===== src/rtl/sdm_pkg.sv =====
// Shared constants, state encoding and saturation helper for the second-order sigma-delta modulator.
// Widths and full-scale defaults live here; the top-level parameters default to these values.
package sdm_pkg;

    localparam int DW  = 16;
    localparam int OSR = 8;
    localparam int IW  = 24;
    localparam int FS  = 32767;

    localparam logic signed [DW-1:0] FS_POS = DW'(FS);
    localparam logic signed [DW-1:0] FS_NEG = DW'(-FS);

    typedef enum logic {
        IDLE = 1'b0,
        RUN  = 1'b1
    } state_t;

    typedef logic signed [IW-1:0] integ_t;

    // Clamp a wide signed value into a w-bit two's-complement range instead of wrapping.
    function automatic logic signed [63:0] sat(input logic signed [63:0] v, input int w);
        logic signed [63:0] hi;
        logic signed [63:0] lo;
        hi = (64'sd1 <<< (w - 1)) - 64'sd1;
        lo = -(64'sd1 <<< (w - 1));
        if (v > hi) begin
            return hi;
        end
        if (v < lo) begin
            return lo;
        end
        return v;
    endfunction

endpackage


===== src/rtl/sigma_delta_modulator_if.sv =====
// Sample-in / bitstream-out bundle of the sigma-delta modulator.
// The master side is the PCM source and bitstream consumer; the slave side is the modulator.
interface sigma_delta_modulator_if #(
    parameter int DW = sdm_pkg::DW
);

    logic                 valid_in;
    logic                 ready_in;
    logic signed [DW-1:0] din;
    logic                 valid_out;
    logic                 bit_out;
    logic signed [DW-1:0] dout;
    logic                 underrun;

    modport master (
        output valid_in,
        output din,
        input  ready_in,
        input  valid_out,
        input  bit_out,
        input  dout,
        input  underrun
    );

    modport slave (
        input  valid_in,
        input  din,
        output ready_in,
        output valid_out,
        output bit_out,
        output dout,
        output underrun
    );

endinterface


===== src/rtl/sdm_loop.sv =====
// Two cascaded saturating integrators with a sign quantizer: the noise-shaping core of the modulator.
// q is taken from the current i2 so the feedback used in this clock matches the bit emitted for it.
module sdm_loop
    import sdm_pkg::*;
#(
    parameter int DW = sdm_pkg::DW,
    parameter int IW = sdm_pkg::IW,
    parameter int FS = sdm_pkg::FS
) (
    input  logic                 clk,
    input  logic                 rst,
    input  logic                 run,
    input  logic                 clr,
    input  logic signed [DW-1:0] x,
    output logic                 q
);

    logic signed [IW-1:0] i1_q, i1_d;
    logic signed [IW-1:0] i2_q, i2_d;
    logic signed [63:0]   fb;
    logic signed [63:0]   sum1;
    logic signed [63:0]   sum2;

    assign q = ~i2_q[IW-1];

    always_comb begin
        fb   = q ? 64'(FS) : -64'(FS);
        sum1 = 64'(i1_q) + 64'(x) - fb;
        // i2 integrates the pre-update i1
        sum2 = 64'(i2_q) + 64'(i1_q) - fb;
        i1_d = i1_q;
        i2_d = i2_q;
        if (clr) begin
            i1_d = '0;
            i2_d = '0;
        end else if (run) begin
            i1_d = IW'(sat(sum1, IW));
            i2_d = IW'(sat(sum2, IW));
        end
    end

    always_ff @(posedge clk) begin
        if (rst) begin
            i1_q <= '0;
            i2_q <= '0;
        end else begin
            i1_q <= i1_d;
            i2_q <= i2_d;
        end
    end

endmodule


===== src/rtl/sigma_delta_modulator.sv =====
// Second-order 1-bit sigma-delta modulator: holds each PCM sample for OSR clocks behind a
// one-entry pending buffer and emits one +/-FS bit per clock while running.
//
//   state | meaning
//   IDLE  | integrators cleared, no output; accepts a sample (or replays pending) when enabled
//   RUN   | one output bit per clock; frame boundary at phase OSR-1 swaps in the next sample
module sigma_delta_modulator
    import sdm_pkg::*;
#(
    parameter int DW  = sdm_pkg::DW,
    parameter int OSR = sdm_pkg::OSR,
    parameter int IW  = sdm_pkg::IW,
    parameter int FS  = sdm_pkg::FS
) (
    input  logic                    clk,
    input  logic                    rst,
    input  logic                    enable,
    sigma_delta_modulator_if.slave  sif
);

    localparam int PW = (OSR > 2) ? $clog2(OSR) : 1;

    localparam logic signed [DW-1:0] DOUT_POS = DW'(FS);
    localparam logic signed [DW-1:0] DOUT_NEG = DW'(-FS);
    localparam logic signed [DW-1:0] DIN_MIN  = {1'b1, {(DW-1){1'b0}}};
    localparam logic [PW-1:0]        PH_LAST  = PW'(OSR - 1);

    state_t               state_q, state_d;
    logic [PW-1:0]        phase_q, phase_d;
    logic signed [DW-1:0] x_cur_q, x_cur_d;
    logic signed [DW-1:0] pend_q, pend_d;
    logic                 pend_full_q, pend_full_d;
    logic                 bit_q, bit_d;
    logic signed [DW-1:0] dout_q, dout_d;
    logic                 valid_q, valid_d;
    logic                 under_q, under_d;

    logic                 ready;
    logic                 accept;
    logic signed [DW-1:0] din_c;
    logic                 loop_run;
    logic                 loop_clr;
    logic                 q;

    // The most negative code has no positive mirror in the feedback, so fold it onto -FS.
    assign din_c  = (sif.din == DIN_MIN) ? (DIN_MIN + DW'(1)) : sif.din;
    assign ready  = !rst && ((state_q == IDLE) ? enable : !pend_full_q);
    assign accept = sif.valid_in && ready;

    sdm_loop #(
        .DW (DW),
        .IW (IW),
        .FS (FS)
    ) u_loop (
        .clk (clk),
        .rst (rst),
        .run (loop_run),
        .clr (loop_clr),
        .x   (x_cur_q),
        .q   (q)
    );

    always_comb begin
        state_d     = state_q;
        phase_d     = phase_q;
        x_cur_d     = x_cur_q;
        pend_d      = pend_q;
        pend_full_d = pend_full_q;
        bit_d       = bit_q;
        dout_d      = dout_q;
        valid_d     = valid_q;
        under_d     = 1'b0;
        loop_run    = 1'b0;
        loop_clr    = 1'b0;

        case (state_q)
            IDLE: begin
                valid_d = 1'b0;
                if (enable && pend_full_q) begin
                    // a sample stranded by a stop is replayed first; a concurrent accept queues behind it
                    x_cur_d     = pend_q;
                    pend_full_d = accept;
                    if (accept) begin
                        pend_d = din_c;
                    end
                    phase_d  = '0;
                    loop_clr = 1'b1;
                    state_d  = RUN;
                end else if (accept) begin
                    x_cur_d  = din_c;
                    phase_d  = '0;
                    loop_clr = 1'b1;
                    state_d  = RUN;
                end
            end

            RUN: begin
                loop_run = 1'b1;
                bit_d    = q;
                dout_d   = q ? DOUT_POS : DOUT_NEG;
                valid_d  = 1'b1;
                phase_d  = phase_q + 1'b1;
                if (accept) begin
                    pend_d      = din_c;
                    pend_full_d = 1'b1;
                end
                if (phase_q == PH_LAST) begin
                    if (!enable) begin
                        loop_clr = 1'b1;
                        state_d  = IDLE;
                    end else if (pend_full_q) begin
                        x_cur_d     = pend_q;
                        pend_full_d = accept;
                    end else begin
                        under_d = 1'b1;
                    end
                end
            end

            default: begin
                state_d = IDLE;
            end
        endcase
    end

    always_ff @(posedge clk) begin
        if (rst) begin
            state_q     <= IDLE;
            phase_q     <= '0;
            x_cur_q     <= '0;
            pend_q      <= '0;
            pend_full_q <= 1'b0;
            bit_q       <= 1'b0;
            dout_q      <= '0;
            valid_q     <= 1'b0;
            under_q     <= 1'b0;
        end else begin
            state_q     <= state_d;
            phase_q     <= phase_d;
            x_cur_q     <= x_cur_d;
            pend_q      <= pend_d;
            pend_full_q <= pend_full_d;
            bit_q       <= bit_d;
            dout_q      <= dout_d;
            valid_q     <= valid_d;
            under_q     <= under_d;
        end
    end

    assign sif.ready_in  = ready;
    assign sif.valid_out = valid_q;
    assign sif.bit_out   = bit_q;
    assign sif.dout      = dout_q;
    assign sif.underrun  = under_q;

endmodule


===== src/flat_wrapper.sv =====
// flat-port wrapper written by rule: the top's interface ports become plain ports
module sigma_delta_modulator_flat import sdm_pkg::*;
#(
    parameter int DW  = sdm_pkg::DW,
    parameter int OSR = sdm_pkg::OSR,
    parameter int IW  = sdm_pkg::IW,
    parameter int FS  = sdm_pkg::FS
)
  (clk, rst, enable, sif_valid_in, sif_din, sif_ready_in, sif_valid_out, sif_bit_out, sif_dout, sif_underrun);
  sigma_delta_modulator_if #(.DW(DW)) sif_i ();
  input  logic clk;
  input  logic rst;
  input  logic enable;
  input wire logic [$bits(sif_i.valid_in)-1:0] sif_valid_in;
  input wire logic [$bits(sif_i.din)-1:0] sif_din;
  output wire logic [$bits(sif_i.ready_in)-1:0] sif_ready_in;
  output wire logic [$bits(sif_i.valid_out)-1:0] sif_valid_out;
  output wire logic [$bits(sif_i.bit_out)-1:0] sif_bit_out;
  output wire logic [$bits(sif_i.dout)-1:0] sif_dout;
  output wire logic [$bits(sif_i.underrun)-1:0] sif_underrun;
  assign sif_i.valid_in = sif_valid_in;
  assign sif_i.din = sif_din;
  assign sif_ready_in = sif_i.ready_in;
  assign sif_valid_out = sif_i.valid_out;
  assign sif_bit_out = sif_i.bit_out;
  assign sif_dout = sif_i.dout;
  assign sif_underrun = sif_i.underrun;
  sigma_delta_modulator #(.DW(DW), .OSR(OSR), .IW(IW), .FS(FS)) u_core (.clk(clk), .rst(rst), .enable(enable), .sif(sif_i));
endmodule

===== config.mk =====
export PLATFORM = sky130hd
export DESIGN_NAME = sigma_delta_modulator_flat
export DESIGN_NICKNAME = d
export VERILOG_FILES = /design/src/rtl/sdm_pkg.sv /design/src/rtl/sigma_delta_modulator_if.sv /design/src/rtl/sdm_loop.sv /design/src/rtl/sigma_delta_modulator.sv /design/src/flat_wrapper.sv
export SDC_FILE = /design/constraint.sdc
export NUM_CORES = 1
export LEC_CHECK = 0
export ABC_AREA = 1
export BUFFER_PORTS_ARGS = -buffer_cell sky130_fd_sc_hd__buf_2
export CAP_MARGIN = 20
export CORE_MARGIN = 3
export CORE_UTILIZATION = 58
export CTS_CLUSTER_DIAMETER = 80
export DETAILED_ROUTE_END_ITERATION = 12
export PLACE_DENSITY = 0.82
export RECOVER_POWER = 50
export SETUP_SLACK_MARGIN = 0.1
export SYNTH_ARGS = -nofsm -noshare
export SYNTH_HDL_FRONTEND = slang
export SYNTH_SLANG_ARGS = --single-unit

===== constraint.sdc =====
create_clock -name clk -period 5.17 [get_ports clk]
set_input_delay 1.034 -clock clk [delete_from_list [all_inputs] [get_ports clk]]
set_output_delay 1.034 -clock clk [all_outputs]
set_load 0.02 [all_outputs]

==> results.py, run 1 <==
metrics = {
    "drt": {
        "totalWireLength_microns": 20500,
        "postRouteAntennaNets": 0,
        "drt-wirelength-per-cell_microns": 13.9,
        "vias": 7927,
        "via_per_inst": 5.39,
        "detail_route.drc_violations": 0,
        "detail_route.iter0.violations": 538,
        "drt-pass1-iter-count": 6,
    },
    "synth": {
        "synthesized_area_fraction_occupied_by_xor_and_xnor_cells_pct": 3.93,
        "ys_seq_area_share_pct": 20.2,
        "async_flop_share_pct": 0,
        "synth-compound-area-share_pct": 12.8,
        "share_of_cell_area_taken_by_muxes_after_synthesis_pct": 0,
        "synth_top_family_by_area": "simple AND/OR/NAND/NOR gates",
        "postSynth.topFlopCell": "sky130_fd_sc_hd__dfxtp_1",
        "post_synthesis_share_of_cell_area_spent_on_full_adders_half_adders_and_majority_gates_pct": 21.8,
        "synth-edff-count": 0,
        "avgSynthCellArea_sq_um": 7.00,
        "flip_flop_and_latch_count_after_synthesis": 90,
        "synthesis.area_sq_mm": 0.00890,
        "mappedNetlistNets": 1410,
        "synthesized_area_fraction_occupied_by_and_or_nand_nor_cells_pct": 29.3,
        "synth_cells": 1273,
        "synthesis.yosys.warnings": 0,
        "yosys.cell_types.count": 47,
    },
    "setup_path": {
        "rr_startpoint": "u_core.u_loop.i2_q[23]",
        "worstPathCellList": "buf_12 > fa_1 > inv_1 > fa_1 > inv_1 > nand3_1 > nand2_1 > a21oi_1 > o21ai_0 > nand2_1 > nand2_1 > a31oi_1 > fa_1 > or2_2 > nor4_1 > nand3_1 > nand3b_4 > nand2_4 > nand3_1 > nand2_1 > inv_1",
        "ff2ff_setup_slack_ns": 0.42,
        "crit_slowest_cell": "sky130_fd_sc_hd__fa_1",
        "crit_path_frequent_cell": "sky130_fd_sc_hd__nand2_1",
        "worstPathRequired_ns": 5.42,
        "maximum_cell_stage_delay_along_the_critical_path_ns": 0.51,
        "worstSetupPathType": "reg -> reg",
        "timing.critical_path.arrival_ns": 4.99,
        "critical_path_peak_fanout": 24,
        "critical_path_startpoint_category": "flop",
        "ff2ff_path_depth": 21,
        "ff_to_ff_end": "u_core.u_loop.i1_q[9]",
        "worstSetupEndpointType": "flop",
    },
    "floorplanning": {
        "die_area_sq_mm": 0.0169,
        "die_height_microns": 130,
        "io_pins": 40,
        "core-area_sq_mm": 0.0148,
        "die-width_microns": 130,
        "row_count": 44,
        "floorplan.initialDensity_pct": 60.4,
    },
    "status": {
        "result_of_the_run": "finished, violations left",
        "violations_in_the_final_reports": "capacitance limit, slew limit",
    },
    "cells_and_area": {
        "mostFrequentLayoutCell": "sky130_fd_sc_hd__nand2_1",
        "proportion_of_layout_cells_with_a_drive_suffix_above_1_pct": 10.2,
        "area_growth_syn_to_fin_pct": 4.78,
        "fillerInstances": 1333,
        "final_nets": 1418,
        "highest_count_cells_in_the_layout_ignoring_fill_and_taps": "sky130_fd_sc_hd__nand2_1, sky130_fd_sc_hd__inv_1, sky130_fd_sc_hd__nor2_1",
        "number_of_antenna_diodes": 0,
    },
    "timing": {
        "timing.final.crit_period_ns": 4.75,
        "rsz0062_at_grt": "false",
        "report.final.setup_viol": 0,
        "finalClockSkew_ns": 0.0162,
        "timing.max_slew.rel_slack_pct": -156,
        "report.final.hold_viol_count": 0,
        "finalMaxSlewViolations": 91,
        "maximum_clock_rate_ghz": 0.211,
        "worst_slew_pin_slew_ns": 3.83,
        "setup_total_negative_slack_ns": 0,
        "layout_worst_path_cycle_share_pct": 91.8,
    },
    "worst_hold_path": {
        "min_delay_worst_endpoint": "u_core.x_cur_q[4]",
        "worstHoldPathCells": 2,
        "hp_start": "u_core.pend_q[4]",
        "holdCritPathClass": "reg -> reg",
    },
    "power_and_ir_drop": {
        "vdd.ir_drop.worst_mv": 0.225,
        "powerDensity_mw_per_mm2": 485,
        "p_leak_nw": 4.75,
        "totalPowerFinal_w": 0.00452,
    },
    "clock_network": {
        "clk_root_buffer_cell": "sky130_fd_sc_hd__clkbuf_16",
        "cts_htree_levels": 3,
        "cts_tree": "yes",
        "cts.path.max_buffers": 2,
        "clock_transition_at_the_register_clock_pins_on_the_worst_setup_and_hold_paths_after_cts_ns": 0.08,
        "clkLatencyLatePin_ns": 0.36,
        "tritoncts_num_sinks": 90,
        "numCtsBuffers": 9,
    },
    "grt": {
        "total_routing_resource_utilization_after_global_routing_pct": 25.2,
        "grt_antenna_before_repair": 0,
        "first_pass_grt_wire_length_microns": 34700,
        "grt_max_degree": 91,
        "number_of_global_route_vias_before_repair": 7488,
        "overflow": 0,
    },
    "placed_design": {
        "post-dp-hpwl_microns": 16100,
        "number_of_i_o_port_buffers": 39,
        "gp_congestion": 0.995,
    },
    "job": {
        "max_cap_viols": 1,
    },
}
==> layout make-up <==
type                            instances  area [sq um]  share of cell area (%)
Clock buffer                           10           239                    2.56
Clock inverter                          6          78.8                   0.845
Inverter                              187           704                    7.55
Multi-Input combinational cell        945          6030                    64.7
Sequential cell                        90          1800                    19.3
Tap cell                              184           230                    2.47
Timing Repair Buffer                   48           240                    2.57
==> cell usage after synthesis (2+ instances only) <==
cell | number | area (sq um)
sky130_fd_sc_hd__nand2_1 | 299 | 1120
sky130_fd_sc_hd__inv_1 | 177 | 664
sky130_fd_sc_hd__nor2_1 | 130 | 488
sky130_fd_sc_hd__a21oi_1 | 93 | 465
sky130_fd_sc_hd__dfxtp_1 | 90 | 1800
sky130_fd_sc_hd__o21ai_0 | 71 | 355
sky130_fd_sc_hd__fa_1 | 63 | 1260
sky130_fd_sc_hd__ha_1 | 54 | 676
sky130_fd_sc_hd__nand3_1 | 35 | 175
sky130_fd_sc_hd__xor2_1 | 29 | 254
sky130_fd_sc_hd__nor2_2 | 28 | 175
sky130_fd_sc_hd__nand2_2 | 27 | 169
sky130_fd_sc_hd__buf_4 | 18 | 135
sky130_fd_sc_hd__clkbuf_1 | 15 | 56.3
sky130_fd_sc_hd__a31oi_1 | 13 | 81.3
sky130_fd_sc_hd__nand3_2 | 12 | 120
sky130_fd_sc_hd__nand4_1 | 12 | 75.1
sky130_fd_sc_hd__nor3_1 | 11 | 55.1
sky130_fd_sc_hd__xnor2_1 | 11 | 96.3
sky130_fd_sc_hd__buf_2 | 10 | 50.1
sky130_fd_sc_hd__o21bai_1 | 10 | 75.1
sky130_fd_sc_hd__inv_2 | 8 | 30.0
sky130_fd_sc_hd__nor4_1 | 8 | 50.1
sky130_fd_sc_hd__nor2_4 | 5 | 56.3
sky130_fd_sc_hd__buf_6 | 4 | 45.0
sky130_fd_sc_hd__o211ai_1 | 4 | 30.0
sky130_fd_sc_hd__a21o_1 | 3 | 22.5
sky130_fd_sc_hd__and3_1 | 3 | 18.8
sky130_fd_sc_hd__nand2_4 | 3 | 33.8
sky130_fd_sc_hd__o21ai_1 | 3 | 15.0
sky130_fd_sc_hd__a211oi_1 | 2 | 15.0
sky130_fd_sc_hd__a21oi_2 | 2 | 17.5
sky130_fd_sc_hd__a32o_1 | 2 | 20.0
sky130_fd_sc_hd__buf_12 | 2 | 40.0
sky130_fd_sc_hd__buf_8 | 2 | 30.0
sky130_fd_sc_hd__nand3b_1 | 2 | 15.0
sky130_fd_sc_hd__nand4_2 | 2 | 25.0
==> worst max-delay path, delay by kind of cell, from the launching register on <==
| kind | cells | cell delay, ns |
|---|---|---|
| adders and majority gates | 3 | 1.34 |
| buffers and inverters | 4 | 0.40 |
| DFF | 1 | 0.40 |
| and+or+nand+nor | 11 | 1.87 |
| AOI/OAI and AO/OA | 3 | 0.61 |
==> sequential cells by signal, summed over array words and instances, names as in the netlist <==
name	cells
u_core.pend_full_q	1
u_core.x_cur_q	16
u_core.sif.valid_out	1
u_core.state_q	1
u_core.sif.underrun	1
u_core.sif.dout	3
u_core.pend_q	16
u_core.u_loop.i1_q	24
u_core.u_loop.i2_q	24
u_core.phase_q	3
==> per-layer routing <==
| layer | GRT usage (%) | part of all wire (%) | up-vias |
|---|---|---|---|
| met4 | 7.95 | 2.8 | 0 |
| met3 | 3.27 | 4.3 | 42 |
| met2 | 42.0 | 47 | 194 |
| li1 | - | - | 4046 |
| met5 | 0 | 0 | - |
| met1 | 34.1 | 46 | 3645 |
==> per-stage QoR <==
step | std cells | hold WS [ns] | cell area (sq um) | setup WS [ns] | utilization (%)
2_1_floorplan | 1273 | 0.433 | 8910 | 0.348 | -
6_report | 1470 | 0.471 | 9330 | 0.423 | 63.2
4_1_cts | 1470 | 0.477 | 9370 | 0.489 | 63.5
3_5_place_dp | 1454 | 0.472 | 9060 | 0.527 | 61.4
3_3_place_gp | 1454 | 0.444 | 9060 | 0.654 | 61.4
5_1_grt | 1470 | 0.511 | 9330 | 0.0863 | 63.2
==> worst max-delay path by stage <==
stage	start	to	slack [ns]
2_1_floorplan	u_core.u_loop.i2_q[23]	u_core.u_loop.i2_q[12]	0.35
5_1_grt	u_core.state_q	u_core.x_cur_q[0]	0.09
6_report	u_core.u_loop.i2_q[23]	u_core.u_loop.i1_q[9]	0.42
3_3_place_gp	u_core.u_loop.i2_q[23]	u_core.u_loop.i1_q[11]	0.65
4_1_cts	u_core.u_loop.i2_q[23]	u_core.u_loop.i2_q[4]	0.49
3_5_place_dp	u_core.u_loop.i2_q[23]	u_core.u_loop.i2_q[4]	0.53
==> what timing repair did <==
action | in CTS | in global routing
buffers inserted | 0 | 0
hold buffers | 0 | 0
resized for setup | 0 | 1
endpoints found under the setup margin | 0 | 23
==> power breakdown <==
group	leakage, nW	internal, W	total, W	switching, W
clock network	0.158	0.000400	0.000714	0.000314
logic	3.86	0.00103	0.00299	0.00196
registers	0.734	0.000756	0.000821	0.0000646
==> logic make-up after synthesis <==
group | count (synthesis)
AOI/OAI and AO/OA | 208
xor gates and xnor gates | 40
adders and majority gates | 117
DFF | 90
buffers and inverters | 238
and+or+nand+nor | 580
No activity file was read; power rests on OpenSTA's default activity.
==> run 2, diff against run 1 <==
--- a/config.mk
+++ b/config.mk
@@ -14,7 +14,7 @@
 export DETAILED_ROUTE_END_ITERATION = 12
 export PLACE_DENSITY = 0.82
 export RECOVER_POWER = 50
-export SETUP_SLACK_MARGIN = 0.1
+export SETUP_SLACK_MARGIN = 0.5
 export SYNTH_ARGS = -nofsm -noshare
 export SYNTH_HDL_FRONTEND = slang
 export SYNTH_SLANG_ARGS = --single-unit
==> results.py, run 2 (same netlist as run 1, synthesis figures left out) <==
metrics = {
    "status": {
        "result_of_the_run": "completed",
    },
    "clock_network": {
        "cts_tree": "yes",
        "cts_htree_levels": 3,
        "numCtsBuffers": 9,
        "cts.path.max_buffers": 2,
        "tritoncts_num_sinks": 90,
        "clkLatencyLatePin_ns": 0.36,
        "clk_root_buffer_cell": "sky130_fd_sc_hd__clkbuf_16",
        "clock_transition_at_the_register_clock_pins_on_the_worst_setup_and_hold_paths_after_cts_ns": 0.07,
        "cts.hold.buffers_added": 0,
    },
    "floorplanning": {
        "die_height_microns": 130,
        "row_count": 44,
        "io_pins": 40,
        "die-width_microns": 130,
        "die_area_sq_mm": 0.0169,
        "core-area_sq_mm": 0.0148,
        "floorplan.initialDensity_pct": 60.4,
    },
    "cells_and_area": {
        "mostFrequentLayoutCell": "sky130_fd_sc_hd__nand2_1",
        "proportion_of_layout_cells_with_a_drive_suffix_above_1_pct": 12.3,
        "seq_area_sq_mm": 0.00181,
        "highest_count_cells_in_the_layout_ignoring_fill_and_taps": "sky130_fd_sc_hd__nand2_1, sky130_fd_sc_hd__inv_1, sky130_fd_sc_hd__nor2_1",
        "utilization_pct": 64.8,
        "fillerInstances": 1303,
        "multiInputGateArea_sq_mm": 0.00614,
        "final_nets": 1437,
        "number_of_antenna_diodes": 0,
        "area_growth_syn_to_fin_pct": 7.32,
        "reg.largest.list": "u_core.u_loop.i1_q x24, u_core.u_loop.i2_q x24",
        "finalNonFillerCells": 1488,
    },
    "drt": {
        "totalWireLength_microns": 21700,
        "via_per_inst": 5.42,
        "detail_route.iter0.violations": 564,
        "drt-wirelength-per-cell_microns": 14.6,
        "detail_route.drc_violations": 0,
        "vias": 8065,
        "drt-pass1-iter-count": 5,
        "postRouteAntennaNets": 0,
    },
    "setup_path": {
        "critical_path_startpoint_category": "flop",
        "worstSetupEndpointType": "flop",
        "worstPathRequired_ns": 5.46,
        "ff2ff_path_depth": 23,
        "ff_to_ff_end": "u_core.u_loop.i2_q[6]",
        "critical_path_peak_fanout": 9,
        "timing.critical_path.arrival_ns": 4.80,
        "worstSetupPathType": "reg -> reg",
        "rr_startpoint": "u_core.u_loop.i2_q[23]",
        "ff2ff_setup_slack_ns": 0.67,
        "launch_point_of_the_worst_path": "u_core.u_loop.i2_q[23]",
    },
    "grt": {
        "number_of_global_route_vias_before_repair": 7610,
        "overflow": 0,
        "grt_max_degree": 91,
        "first_pass_grt_wire_length_microns": 35500,
        "total_routing_resource_utilization_after_global_routing_pct": 25.7,
        "grt_antenna_before_repair": 0,
    },
    "placed_design": {
        "numPlacedInstances": 1453,
        "gp_congestion": 0.927,
        "number_of_i_o_port_buffers": 39,
        "post-dp-hpwl_microns": 15800,
    },
    "worst_hold_path": {
        "hp_start": "u_core.sif.dout[0]",
        "holdCritPathClass": "reg -> reg",
        "min_delay_worst_endpoint": "u_core.sif.dout[0]",
        "worstHoldPathCells": 2,
    },
    "timing": {
        "setup_total_negative_slack_ns": 0,
        "layout_worst_path_cycle_share_pct": 87.1,
        "finalClockSkew_ns": 0.00960,
        "report.final.setup_viol": 0,
        "timing.final.crit_period_ns": 4.50,
        "rsz0062_at_grt": "false",
        "report.final.hold_viol_count": 0,
        "worst_slew_pin_slew_ns": 1.07,
        "timing.hold.ws_ns": 0.465,
        "finalMaxSlewViolations": 0,
        "timing.max_slew.rel_slack_pct": 28.4,
        "maximum_clock_rate_ghz": 0.222,
    },
    "power_and_ir_drop": {
        "p_leak_nw": 4.85,
        "powerDensity_mw_per_mm2": 487,
        "vdd.ir_drop.worst_mv": 0.256,
    },
    "job": {
        "max_cap_viols": 0,
    },
}
[run 2: cell count changes in the layout (fill, tap and decap cells not counted), moves of 2 or more]
cell,change
sky130_fd_sc_hd__buf_4,+15
sky130_fd_sc_hd__nand2_8,+3
sky130_fd_sc_hd__a21oi_1,-2
sky130_fd_sc_hd__a21oi_2,+2
sky130_fd_sc_hd__fa_1,-2
sky130_fd_sc_hd__fa_2,+2
sky130_fd_sc_hd__inv_6,+2
sky130_fd_sc_hd__inv_8,-2
sky130_fd_sc_hd__o21ai_2,+2
[run 2: how the worst max path moves through the flow]
stage,end,cells past startpoint
final,u_core.u_loop.i2_q[6],23
after global routing,u_core.u_loop.i2_q[14],23
after CTS,u_core.u_loop.i1_q[18],16
after detailed placement,u_core.u_loop.i1_q[9],20
after global placement,u_core.u_loop.i2_q[9],21
after floorplan,u_core.u_loop.i2_q[12],23
[run 2: what timing repair did]
item / in CTS / in global routing
buffers inserted: 1 / 15
resized for setup: 1 / 17
endpoints found under the setup margin: 41 / 46
pin swaps: 0 / 6
gates cloned: 0 / 4
[run 2: area by class of cell]
type,count,share of cell area [%]
clock buffers,10,2.62
flip-flops and latches,90,18.9
well taps,184,2.41
repair buffers,63,3.94
clock inverters,5,0.419
inverters,187,7.41
multi-input cells,949,64.3
[run 2: power breakdown]
group	leakage, nW	internal (W)	switching (W)
Clock	0.145	0.000359	0.000313
Sequential	0.735	0.000757	0.0000665
Combinational	3.97	0.00108	0.00207
Total	4.85	0.00220	0.00245
[run 2: metal layers]
layer,global-route usage [%],vias to the layer above,wire [microns]
li1,-,4088,-
met2,44.0,219,10200
met1,34.4,3718,9960
met3,3.60,40,1130
met4,6.78,0,396
met5,0,-,0
[run 2: stage by stage]
stage / setup slack (ns) / cell area [sq um] / total power, W
6_report: 0.665 / 9560 / 0.00465
5_1_grt: 0.432 / 9560 / 0.00508
4_1_cts: 0.530 / 9360 / 0.00445
3_5_place_dp: 0.360 / 9040 / 0.00376
3_3_place_gp: 0.549 / 9040 / 0.00371
2_1_floorplan: 0.675 / 8910 / 0.00334
[run 2: worst max-delay path, stage by stage (launching register included)]
cell	delay [ns]
sky130_fd_sc_hd__dfxtp_4	0.41
sky130_fd_sc_hd__buf_4	0.21
sky130_fd_sc_hd__fa_1	0.52
sky130_fd_sc_hd__inv_1	0.07
sky130_fd_sc_hd__fa_1	0.44
sky130_fd_sc_hd__o21ai_2	0.22
sky130_fd_sc_hd__nand2_1	0.08
sky130_fd_sc_hd__nand2_1	0.15
sky130_fd_sc_hd__nand3_1	0.09
sky130_fd_sc_hd__nand2_1	0.13
sky130_fd_sc_hd__nand2_1	0.07
sky130_fd_sc_hd__nand2_1	0.16
sky130_fd_sc_hd__a31oi_1	0.13
sky130_fd_sc_hd__fa_1	0.48
sky130_fd_sc_hd__nor4_2	0.28
sky130_fd_sc_hd__nand2_1	0.10
sky130_fd_sc_hd__nor3_2	0.18
sky130_fd_sc_hd__nand3_2	0.08
sky130_fd_sc_hd__buf_4	0.18
sky130_fd_sc_hd__nand2_2	0.17
sky130_fd_sc_hd__nand2_1	0.08
sky130_fd_sc_hd__nand2_1	0.07
sky130_fd_sc_hd__nor2_2	0.05
sky130_fd_sc_hd__nor2_2	0.08
==> run 3, diff against run 2 <==
--- a/config.mk
+++ b/config.mk
@@ -6,12 +6,14 @@
 export NUM_CORES = 1
 export LEC_CHECK = 0
 export ABC_AREA = 1
-export BUFFER_PORTS_ARGS = -buffer_cell sky130_fd_sc_hd__buf_2
+export BUFFER_PORTS_ARGS = -buffer_cell sky130_fd_sc_hd__clkbuf_2
 export CAP_MARGIN = 20
 export CORE_MARGIN = 3
 export CORE_UTILIZATION = 58
 export CTS_CLUSTER_DIAMETER = 80
 export DETAILED_ROUTE_END_ITERATION = 12
+export GPL_TIMING_DRIVEN = 0
+export HOLD_SLACK_MARGIN = 0.05
 export PLACE_DENSITY = 0.82
 export RECOVER_POWER = 50
 export SETUP_SLACK_MARGIN = 0.5
==> results.py, run 3 (same netlist as run 1, synthesis figures left out) <==
metrics = {
    "setup_path": {
        "ff2ff_path_depth": 23,
        "worstPathRequired_ns": 5.46,
        "worstSetupPathType": "reg -> reg",
        "worstSetupEndpointType": "flop",
        "timing.critical_path.arrival_ns": 4.74,
        "launch_point_of_the_worst_path": "u_core.u_loop.i2_q[23]",
        "rr_startpoint": "u_core.u_loop.i2_q[23]",
        "critical_path_peak_fanout": 13,
        "critical_path_startpoint_category": "flop",
        "ff_to_ff_end": "u_core.u_loop.i2_q[7]",
        "critPathCapture": "u_core.u_loop.i2_q[7]",
        "ff2ff_setup_slack_ns": 0.72,
    },
    "timing": {
        "report.final.setup_viol": 0,
        "timing.final.crit_period_ns": 4.45,
        "layout_worst_path_cycle_share_pct": 86.0,
        "report.final.hold_viol_count": 0,
        "timing.hold.ws_ns": 0.474,
        "setup_total_negative_slack_ns": 0,
        "rsz0062_at_grt": "false",
        "maximum_clock_rate_ghz": 0.225,
        "postLayoutSetupSlackWorst_ns": 0.723,
        "timing.max_slew.rel_slack_pct": 58.9,
        "worst_slew_pin_slew_ns": 0.610,
        "finalClockSkew_ns": 0.00926,
        "finalMaxSlewViolations": 0,
    },
    "clock_network": {
        "clock_transition_at_the_register_clock_pins_on_the_worst_setup_and_hold_paths_after_cts_ns": 0.07,
        "tritoncts_num_sinks": 90,
        "cts.path.max_buffers": 2,
        "clk_root_buffer_cell": "sky130_fd_sc_hd__clkbuf_16",
        "cts_htree_levels": 3,
        "clkLatencyLatePin_ns": 0.36,
        "numCtsBuffers": 9,
        "cts.hold.buffers_added": 0,
        "cts_tree": "yes",
    },
    "grt": {
        "first_pass_grt_wire_length_microns": 37500,
        "overflow": 0,
        "total_routing_resource_utilization_after_global_routing_pct": 27.6,
        "number_of_global_route_vias_before_repair": 7905,
        "grt_antenna_before_repair": 0,
        "grt_max_degree": 26,
    },
    "placed_design": {
        "dpl_worst_slack_ns": -0.120,
        "gp_congestion": 0.952,
        "post-dp-hpwl_microns": 16900,
        "number_of_i_o_port_buffers": 38,
        "numPlacedInstances": 1495,
    },
    "floorplanning": {
        "die_area_sq_mm": 0.0169,
        "die-width_microns": 130,
        "core-area_sq_mm": 0.0148,
        "die_height_microns": 130,
        "io_pins": 40,
        "floorplan.initialDensity_pct": 60.4,
        "row_count": 44,
    },
    "cells_and_area": {
        "number_of_antenna_diodes": 0,
        "finalNonFillerCells": 1523,
        "area_growth_syn_to_fin_pct": 10.3,
        "final_nets": 1471,
        "mostFrequentLayoutCell": "sky130_fd_sc_hd__nand2_1",
        "reg.largest.list": "u_core.u_loop.i1_q x24, u_core.u_loop.i2_q x24",
        "proportion_of_layout_cells_with_a_drive_suffix_above_1_pct": 14.3,
        "highest_count_cells_in_the_layout_ignoring_fill_and_taps": "sky130_fd_sc_hd__nand2_1, sky130_fd_sc_hd__inv_1, sky130_fd_sc_hd__nor2_1",
    },
    "status": {
        "result_of_the_run": "completed",
    },
    "drt": {
        "vias": 8222,
        "drt-wirelength-per-cell_microns": 14.7,
        "totalWireLength_microns": 22300,
        "detail_route.drc_violations": 0,
        "detail_route.iter0.violations": 576,
        "postRouteAntennaNets": 0,
        "via_per_inst": 5.40,
        "drt-pass1-iter-count": 5,
    },
    "job": {
        "max_cap_viols": 0,
    },
    "power_and_ir_drop": {
        "vdd.ir_drop.worst_mv": 0.229,
        "powerDensity_mw_per_mm2": 491,
        "p_leak_nw": 5.04,
    },
    "worst_hold_path": {
        "holdCritPathClass": "reg -> reg",
    },
}
run 3: cell count changes in the layout (fill, tap and decap cells not counted), moves of 4 or more:
cell,change
sky130_fd_sc_hd__clkbuf_4,+14
sky130_fd_sc_hd__buf_6,+4
sky130_fd_sc_hd__buf_2,-12
sky130_fd_sc_hd__clkbuf_2,+33
sky130_fd_sc_hd__buf_4,-9
run 3: worst max-delay path, cell delays in order (launching register included):
cell and delay [ns]:
sky130_fd_sc_hd__dfxtp_4 0.44, sky130_fd_sc_hd__buf_16 0.20, sky130_fd_sc_hd__fa_1 0.52, sky130_fd_sc_hd__inv_1 0.06, sky130_fd_sc_hd__fa_1 0.45, sky130_fd_sc_hd__o21ai_2 0.19
sky130_fd_sc_hd__nand2_1 0.07, sky130_fd_sc_hd__nand2_1 0.15, sky130_fd_sc_hd__nand3_1 0.09, sky130_fd_sc_hd__nand2_1 0.12, sky130_fd_sc_hd__nand2_1 0.08, sky130_fd_sc_hd__nand2_2 0.11
sky130_fd_sc_hd__a31oi_1 0.12, sky130_fd_sc_hd__fa_1 0.48, sky130_fd_sc_hd__nor4_1 0.31, sky130_fd_sc_hd__nand2_1 0.11, sky130_fd_sc_hd__nor3_2 0.13, sky130_fd_sc_hd__nand3_1 0.16
sky130_fd_sc_hd__nand2_4 0.15, sky130_fd_sc_hd__buf_4 0.19, sky130_fd_sc_hd__nand2_1 0.06, sky130_fd_sc_hd__nand2_1 0.07, sky130_fd_sc_hd__nor2_2 0.04, sky130_fd_sc_hd__nor2_2 0.08
run 3: through the flow:
stage               instance area (sq um)  utilization, %  total power [W]
floorplan                            8910               -          0.00334
global placement                     9330            63.2          0.00387
detailed placement                   9330            63.2          0.00395
CTS                                  9710            65.8          0.00473
global route                         9830            66.6          0.00525
finish                               9830            66.6          0.00482
run 3: cell type report:
class,count,area [sq um]
Inverter,187,712
Timing Repair Buffer,50,319
Buffer,51,347
Fill cell,1291,4930
Multi-Input combinational cell,945,6090
Tap cell,184,230
Clock buffer,9,225
Clock inverter,7,98.8
Sequential cell,90,1810
run 3: power breakdown:
group | total (W) | switching [W] | internal, W | leakage (nW)
logic | 0.00326 | 0.00202 | 0.00124 | 4.15
registers | 0.000825 | 0.0000687 | 0.000757 | 0.734
clock network | 0.000735 | 0.000308 | 0.000427 | 0.156
total | 0.00482 | 0.00240 | 0.00242 | 5.04
run 3: routing by layer:
layer	routed length, microns	vias up	part of all wire (%)	GRT usage (%)
met4	758	0	3.4	11.1
li1	-	4158	-	-
met3	1220	59	5.5	3.11
met1	10100	3749	45	37.5
met2	10300	256	46	45.0
met5	0	-	0	0
run 3: timing repair:
action / 4_1_cts / 5_1_grt
resized for setup: 1 / 15
pin swaps: 0 / 2
setup endpoints to repair: 46 / 46
setup buffers: 2 / 10
hold endpoints to repair: 0 / 0
run 3: how the worst min path moves through the flow:
stage / from / to / slack [ns] / depth (start not counted)
floorplan: u_core.phase_q[0] / u_core.phase_q[0] / 0.43 / 1
global placement: u_core.sif.dout[0] / u_core.sif.dout[0] / 0.45 / 2
detailed placement: u_core.phase_q[0] / u_core.phase_q[0] / 0.45 / 1
CTS: u_core.phase_q[0] / u_core.phase_q[0] / 0.47 / 1
global route: u_core.pend_q[4] / u_core.x_cur_q[4] / 0.50 / 2
finish: u_core.phase_q[0] / u_core.phase_q[0] / 0.47 / 1
